File: src/rtl/ram_copy_engine.sv
// ram_copy_engine: bus-master block copy / fill engine for one port of a
// dual-port RAM with a one-cycle registered read. Copies alternate a read
// cycle and a write cycle per word. Fills write one word per cycle.
module ram_copy_engine #(
  parameter int ADDR_WIDTH = 12,
  parameter int DATA_WIDTH = 32
) (
  input  logic                  clock,
  input  logic                  reset_n,
  input  logic                  start,
  input  logic                  mode,
  input  logic [ADDR_WIDTH-1:0] src_address,
  input  logic [ADDR_WIDTH-1:0] dst_address,
  input  logic [ADDR_WIDTH:0]   length,
  input  logic [DATA_WIDTH-1:0] fill_value,
  output logic                  busy,
  output logic                  done,
  output logic [ADDR_WIDTH-1:0] ram_address,
  output logic                  ram_write_enable,
  output logic [DATA_WIDTH-1:0] ram_write_data,
  input  logic [DATA_WIDTH-1:0] ram_read_data
);

  typedef enum logic [2:0] {
    S_IDLE  = 3'd0,
    S_READ  = 3'd1,
    S_WRITE = 3'd2,
    S_FILL  = 3'd3,
    S_DONE  = 3'd4
  } state_t;

  localparam logic [ADDR_WIDTH:0] MAX_LEN = {1'b1, {ADDR_WIDTH{1'b0}}};
  localparam logic [ADDR_WIDTH:0] ONE     = {{ADDR_WIDTH{1'b0}}, 1'b1};
  localparam logic [ADDR_WIDTH:0] ZERO    = '0;

  state_t                r_state;
  logic                  r_busy;
  logic                  r_done;
  logic                  r_we;
  logic [ADDR_WIDTH-1:0] r_addr;
  logic [ADDR_WIDTH:0]   r_idx;
  logic [ADDR_WIDTH-1:0] r_src;
  logic [ADDR_WIDTH-1:0] r_dst;
  logic [ADDR_WIDTH:0]   r_len;
  logic [DATA_WIDTH-1:0] r_fill;

  logic [ADDR_WIDTH:0]   w_len_sat;
  logic [ADDR_WIDTH:0]   w_idx_nxt;
  logic [ADDR_WIDTH-1:0] w_idx_nxt_lo;
  logic [ADDR_WIDTH-1:0] w_idx_lo;
  logic                  w_last;

  // Lengths beyond the RAM depth are clamped to one full pass of the RAM.
  assign w_len_sat    = (length > MAX_LEN) ? MAX_LEN : length;
  assign w_idx_nxt    = r_idx + ONE;
  assign w_idx_nxt_lo = w_idx_nxt[ADDR_WIDTH-1:0];
  assign w_idx_lo     = r_idx[ADDR_WIDTH-1:0];
  assign w_last       = (w_idx_nxt == r_len);

  assign busy             = r_busy;
  assign done             = r_done;
  assign ram_address      = r_addr;
  assign ram_write_enable = r_we;
  // Copy data flows straight from the RAM's registered output back into it.
  assign ram_write_data   = (r_state == S_WRITE) ? ram_read_data :
                            (r_state == S_FILL)  ? r_fill        : '0;

  // Latch the command on acceptance; these hold data only, so no reset.
  always_ff @(posedge clock) begin
    if (r_state == S_IDLE && start) begin
      r_src  <= src_address;
      r_dst  <= dst_address;
      r_len  <= w_len_sat;
      r_fill <= fill_value;
    end
  end

  // Transfer FSM with registered address, strobe and status outputs.
  always_ff @(posedge clock or negedge reset_n) begin
    if (!reset_n) begin
      r_state <= S_IDLE;
      r_busy  <= 1'b0;
      r_done  <= 1'b0;
      r_we    <= 1'b0;
      r_addr  <= '0;
      r_idx   <= '0;
    end else begin
      case (r_state)
        S_IDLE: begin
          r_done <= 1'b0;
          r_we   <= 1'b0;
          r_addr <= '0;
          r_busy <= 1'b0;
          if (start) begin
            r_idx <= '0;
            if (w_len_sat == ZERO) begin
              r_state <= S_DONE;
              r_done  <= 1'b1;
            end else if (!mode) begin
              r_state <= S_READ;
              r_busy  <= 1'b1;
              r_addr  <= src_address;
            end else begin
              r_state <= S_FILL;
              r_busy  <= 1'b1;
              r_we    <= 1'b1;
              r_addr  <= dst_address;
            end
          end
        end
        S_READ: begin
          r_state <= S_WRITE;
          r_we    <= 1'b1;
          r_addr  <= r_dst + w_idx_lo;
        end
        S_WRITE: begin
          r_idx <= w_idx_nxt;
          r_we  <= 1'b0;
          if (w_last) begin
            r_state <= S_DONE;
            r_busy  <= 1'b0;
            r_done  <= 1'b1;
            r_addr  <= '0;
          end else begin
            r_state <= S_READ;
            r_addr  <= r_src + w_idx_nxt_lo;
          end
        end
        S_FILL: begin
          r_idx <= w_idx_nxt;
          if (w_last) begin
            r_state <= S_DONE;
            r_busy  <= 1'b0;
            r_done  <= 1'b1;
            r_we    <= 1'b0;
            r_addr  <= '0;
          end else begin
            r_addr <= r_dst + w_idx_nxt_lo;
          end
        end
        S_DONE: begin
          r_state <= S_IDLE;
          r_done  <= 1'b0;
          r_busy  <= 1'b0;
          r_we    <= 1'b0;
          r_addr  <= '0;
        end
        default: begin
          r_state <= S_IDLE;
          r_done  <= 1'b0;
          r_busy  <= 1'b0;
          r_we    <= 1'b0;
          r_addr  <= '0;
        end
      endcase
    end
  end

endmodule

File: config.mk
export PLATFORM = sky130hd
export DESIGN_NAME = ram_copy_engine
export DESIGN_NICKNAME = d
export VERILOG_FILES = /design/src/rtl/ram_copy_engine.sv
export SDC_FILE = /design/constraint.sdc
export NUM_CORES = 1
export LEC_CHECK = 0
export CAP_MARGIN = 40
export CORE_UTILIZATION = 45
export CTS_BUF_LIST = sky130_fd_sc_hd__clkbuf_4
export DETAILED_ROUTE_END_ITERATION = 10
export PLACE_DENSITY = 0.81
export SLEW_MARGIN = 10
export SYNTH_ARGS = -nofsm -noshare
export SYNTH_HDL_FRONTEND = slang
export SYNTH_SLANG_ARGS = --single-unit
File: constraint.sdc
create_clock -name clock -period 9.7 [get_ports clock]
set_input_delay 1.94 -clock clock [delete_from_list [all_inputs] [get_ports clock]]
set_output_delay 1.94 -clock clock [all_outputs]
set_load 0.005 [all_outputs]
Word level (Yosys, flattened, before mapping)
Index checks and enable logic that the tools add are counted.
- add/subtract/negate cells: 4
- multiply operators: 0
- div/mod/pow operators: 0
- $lt $le $gt $ge: 1
- eq/ne operators: 7
- shifts and indexed selects: 0
- mux-type cells: 29
- bitwise gates (word level): 1
- reduce and logical (&&, ||, !) cells: 8
- operators with widths (operator ; number):
    $mux 32 ; 2
    $mux 12 ; 5
    $pmux 12 s4 ; 1
    $add 12x12->12 ; 3
    $mux 13 ; 2
    $pmux 13 s2 ; 1
    $add 13x1->13 const B ; 1
    $eq 13x13->1 ; 1
    $gt 13x13->1 const B ; 1
    $logic_not 13->1 ; 1
    $mux 3 ; 4
    $pmux 3 s4 ; 1
    $mux 1 ; 9
    $pmux 1 s3 ; 3
    $eq 3x2->1 const B ; 2
    $reduce_and 2->1 ; 3
    $ne 2x2->1 const B ; 2
    $eq 3x1->1 const B ; 1
    $logic_not 3->1 ; 1
    $mux 2 ; 1
    $ne 2x1->1 const B ; 1
    $reduce_bool 2->1 ; 1
    $reduce_or 2->1 ; 1
    $logic_and 1x1->1 ; 1
    $not 1->1 ; 1
- flip-flop bits (word level): 100
- bits in latches: 0
- bits in writable memories: 0
- bits in read-only memories: 0
- input bits: 105
- output and inout bits: 47
- word-level logic and storage cells: 60
- memories kept: 0

Longest topological paths before layout
- word-level depth: 6
- gate-level depth with buffers: 12

Least setup slack after synthesis
OpenSTA, ideal clock, no wires.
- kind: input-to-reg
- start: in start
- end: reg r_addr[0], in the netlist ram_address[0]
- setup time: 0.083 ns
- data arrival time: 8.234 ns
- data required time: 9.617 ns
- path slack: 1.384 ns
- stages: 6
- path buffers: 1
- cells stage by stage: nand2_1 nor3_1 nand2_1 clkbuf_1 o22a_1 o21ai_0
- cells in the longest elaborated chain, start to end: 2
- RTL lines (what ; RTL line ; source):
    start, declared ; 10 ; input logic start,
    $mux 12 ; 94 ; if (start) begin
    $pmux 12 s4 ; 88 ; case (r_state)
    end signal, assigned ; 102 ; r_addr <= src_address;
    end signal, assigned ; 107 ; r_addr <= dst_address;
    end signal, assigned ; 114 ; r_addr <= r_dst + w_idx_lo;
    end, declared ; 40 ; logic [ADDR_WIDTH-1:0] r_addr;
No other way between the ends.
A chain may end at the register's enable or synchronous reset.

Worst setup path in the final report
- start: in ram_read_data[8]
- end: out ram_write_data[8]
- cells in the longest elaborated chain, start to end: 1
- RTL lines (what ; RTL line ; source):
    start, declared ; 21 ; input logic [DATA_WIDTH-1:0] ram_read_data
    $mux 32 ; 65 ; assign ram_write_data = (r_state == S_WRITE) ? ram_read_data :
    end, declared ; 20 ; output logic [DATA_WIDTH-1:0] ram_write_data,
No other way between the ends.

==> flow_summary.ini <==
[cts]
clockRootBuffer = clkbuf_4
cts_setup_buffers = 0
clkSinkCount = 100
cts_buffers = 9
cts-resized-gates = 0
clock_path_buffers = 2
cts_tree = done
h-tree-depth = 3
clk-insertion-delay-late_ns = 0.49
cts.clk_slew.worst_paths_ns = 0.16
hold_buffers = 0

[route]
wl_per_cell_microns = 17.8
drc = 0
ant_nets = 0
first_pass_iters = 5
drt_iter0_drc = 546
routed_wl_microns = 16300
via_count = 5225
vias_per_cell = 5.72

[floorplanning]
rows = 42
io_pins = 152
core_sq_um = 13400
die_area_sq_um = 14400
initial_core_util = 0.469
die_h_microns = 120
die_w_microns = 120

[final_layout]
finalInstanceArea_sq_um = 8200
antenna_cells = 0
layout_commonest_cell = clkdlybuf4s50_1
fin_nets = 880
final_cell_mix = clkdlybuf4s50_1 (151), nor2_1 (77), edfxtp_1 (69)
drive_above_1_share = 0.0502
area_growth_pct = 30.6

[global_routing]
overflow = 0
grt_pass1_vias = 5153
antenna_found_initial = 0
grt_usage = 0.232
grt_pass1_wl_microns = 25800
grt_max_degree = 43

[synthesis]
synthCells = 587
ys_warn_count = 0
synth.mux.area_fraction = 0.0801
ys_ff_latch = 100
synthFlopType = edfxtp_1
synth_area_leader_cell = edfxtp_1
synth_compound_area_frac = 0.134
synth.area.top_cells = edfxtp_1 (33%), dfrtp_1 (12%), ha_1 (8.0%), mux2i_1 (7.7%), nor2_1 (4.6%)
async_flop_share = 0.310
synth-simple-area-share = 0.137
syn_avg_cell_area_sq_um = 10.7
yosysTopAreaCellShare = 0.330
synth_edf_count = 69
synth_top_family_by_area = simple AND/OR/NAND/NOR gates
seq_area_frac_synth = 0.454
syn_area_sq_um = 6280
synth_nets = 735
synth-xor-area-share = 0.0827
synth_cell_types = 60
synth_fa_ha_area_frac = 0.0893

[timing]
setup_tns_ns = 0
max_freq_mhz = 198
finalCritPeriodShare = 0.522
fin_crit_ns = 5.06
worst_clock_skew_ns = 0.0194
grt_setup_unrepaired = no
drv_slew = 0
setup_viol_count_final = 0
hold_violations = 0
maxSlewHeadroom = 0.428
worst_pin_slew_ns = 0.855

[setup_path]
crit_family = buffers and inverters
critPathMaxFanout = 1
crit_top_cell = clkdlybuf4s50_1
critPathRequiredTime_ns = 7.76
crit_slowest_cell = clkdlybuf4s50_1
crit_path_max_incr_delay_ns = 0.51
arrival_ns = 3.12
crit_type = primary input to output pin
worst-path-buf-inv = 2
worstSetupEndpointType = output pin
crit_chain = clkdlybuf4s50_1 -> mux2i_1 -> nor2_1 -> clkdlybuf4s50_1
startpoint_type = primary input

[flow_run]
max-cap-violations = 0

[place]
io_buffers = 151
gp_congestion = 0.889
detailedPlacementHpwl_microns = 12400
place_area_sq_um = 8040

[power]
p_leak_nw = 3.42
vdd_drop_max_uv = 64.5
cellPowerDensity_nw_per_um2 = 93.5

[run_status]
outcome = finished clean

[hold_path]
hp-class = flop to flop
## worst paths after layout
path	from	endpoint	slack, ns	cells past startpoint
worst max-delay path	ram_read_data[8]	ram_write_data[8]	4.64	4
worst min-delay path	ram_write_enable	ram_write_enable	0.52	1
min in group asynchronous	reset_n	r_idx[0]	1.84	2
max in group asynchronous	reset_n	r_state[0]	7.54	2
worst min register to register	ram_write_enable	ram_write_enable	0.52	1
worst max register to register	r_idx[0]	ram_address[11]	5.97	8
## per-layer routing
layer  wire, microns  up-vias  GRT usage
met1            6530     2536      0.283
met4             232        0     0.0680
met3            1090       18     0.0499
met5               0        -          0
li1                -     2453          -
met2            8410      218      0.407
## where the power goes
| group | internal, W | switching (W) |
|---|---|---|
| Sequential | 0.000457 | 0 |
| Clock | 0.000111 | 0.000142 |
| Combinational | 0.0000413 | 0.0000151 |
| Total | 0.000609 | 0.000157 |
## flip-flops by register name, indices dropped and copies added, names as in the netlist
name              cells
r_src                12
r_idx                13
busy                  1
r_len                13
ram_write_enable      1
r_state               3
ram_address          12
r_fill               32
r_dst                12
done                  1
## layout make-up
cell class | count | area (sq um)
well taps | 176 | 220
flip-flops and latches | 100 | 2850
clock buffers | 11 | 82.6
multi-input cells | 450 | 3290
fillers | 1084 | 5200
repair buffers | 159 | 1630
clock inverters | 5 | 82.6
inverters | 12 | 45.0
## cells in the mapped netlist (all sizes together) (12+ instances only)
cell	instances
nor3	14
nor2b	14
xnor2	24
clkbuf	20
a21oi	31
o21ai	31
nand2	34
inv	12
dfrtp	31
xor2	25
edfxtp	69
nor2	78
ha	40
mux2i	48
## through the flow
stage               std cells  hold slack [ns]  utilization  total power [W]  setup slack (ns)
finish                    913            0.518        0.612         0.000766              4.64
global placement          891            0.492        0.592         0.000520              4.62
CTS                       913            0.525        0.612         0.000773              4.62
floorplan                 587            0.496            -         0.000473              1.38
detailed placement        897            0.491        0.600         0.000522              4.62
global route              913            0.542        0.612         0.000792              4.57
## cells by family after synthesis
kind of cell             after synthesis
AO/OA/AOI/OAI                        124
XOR/XNOR                              53
adder cells (fa/ha/maj)               43
buffers and inverters                 37
flip-flops                           100
multiplexers                          50
AND/OR/NAND/NOR                      180
(Power assumes the default switching activity.)
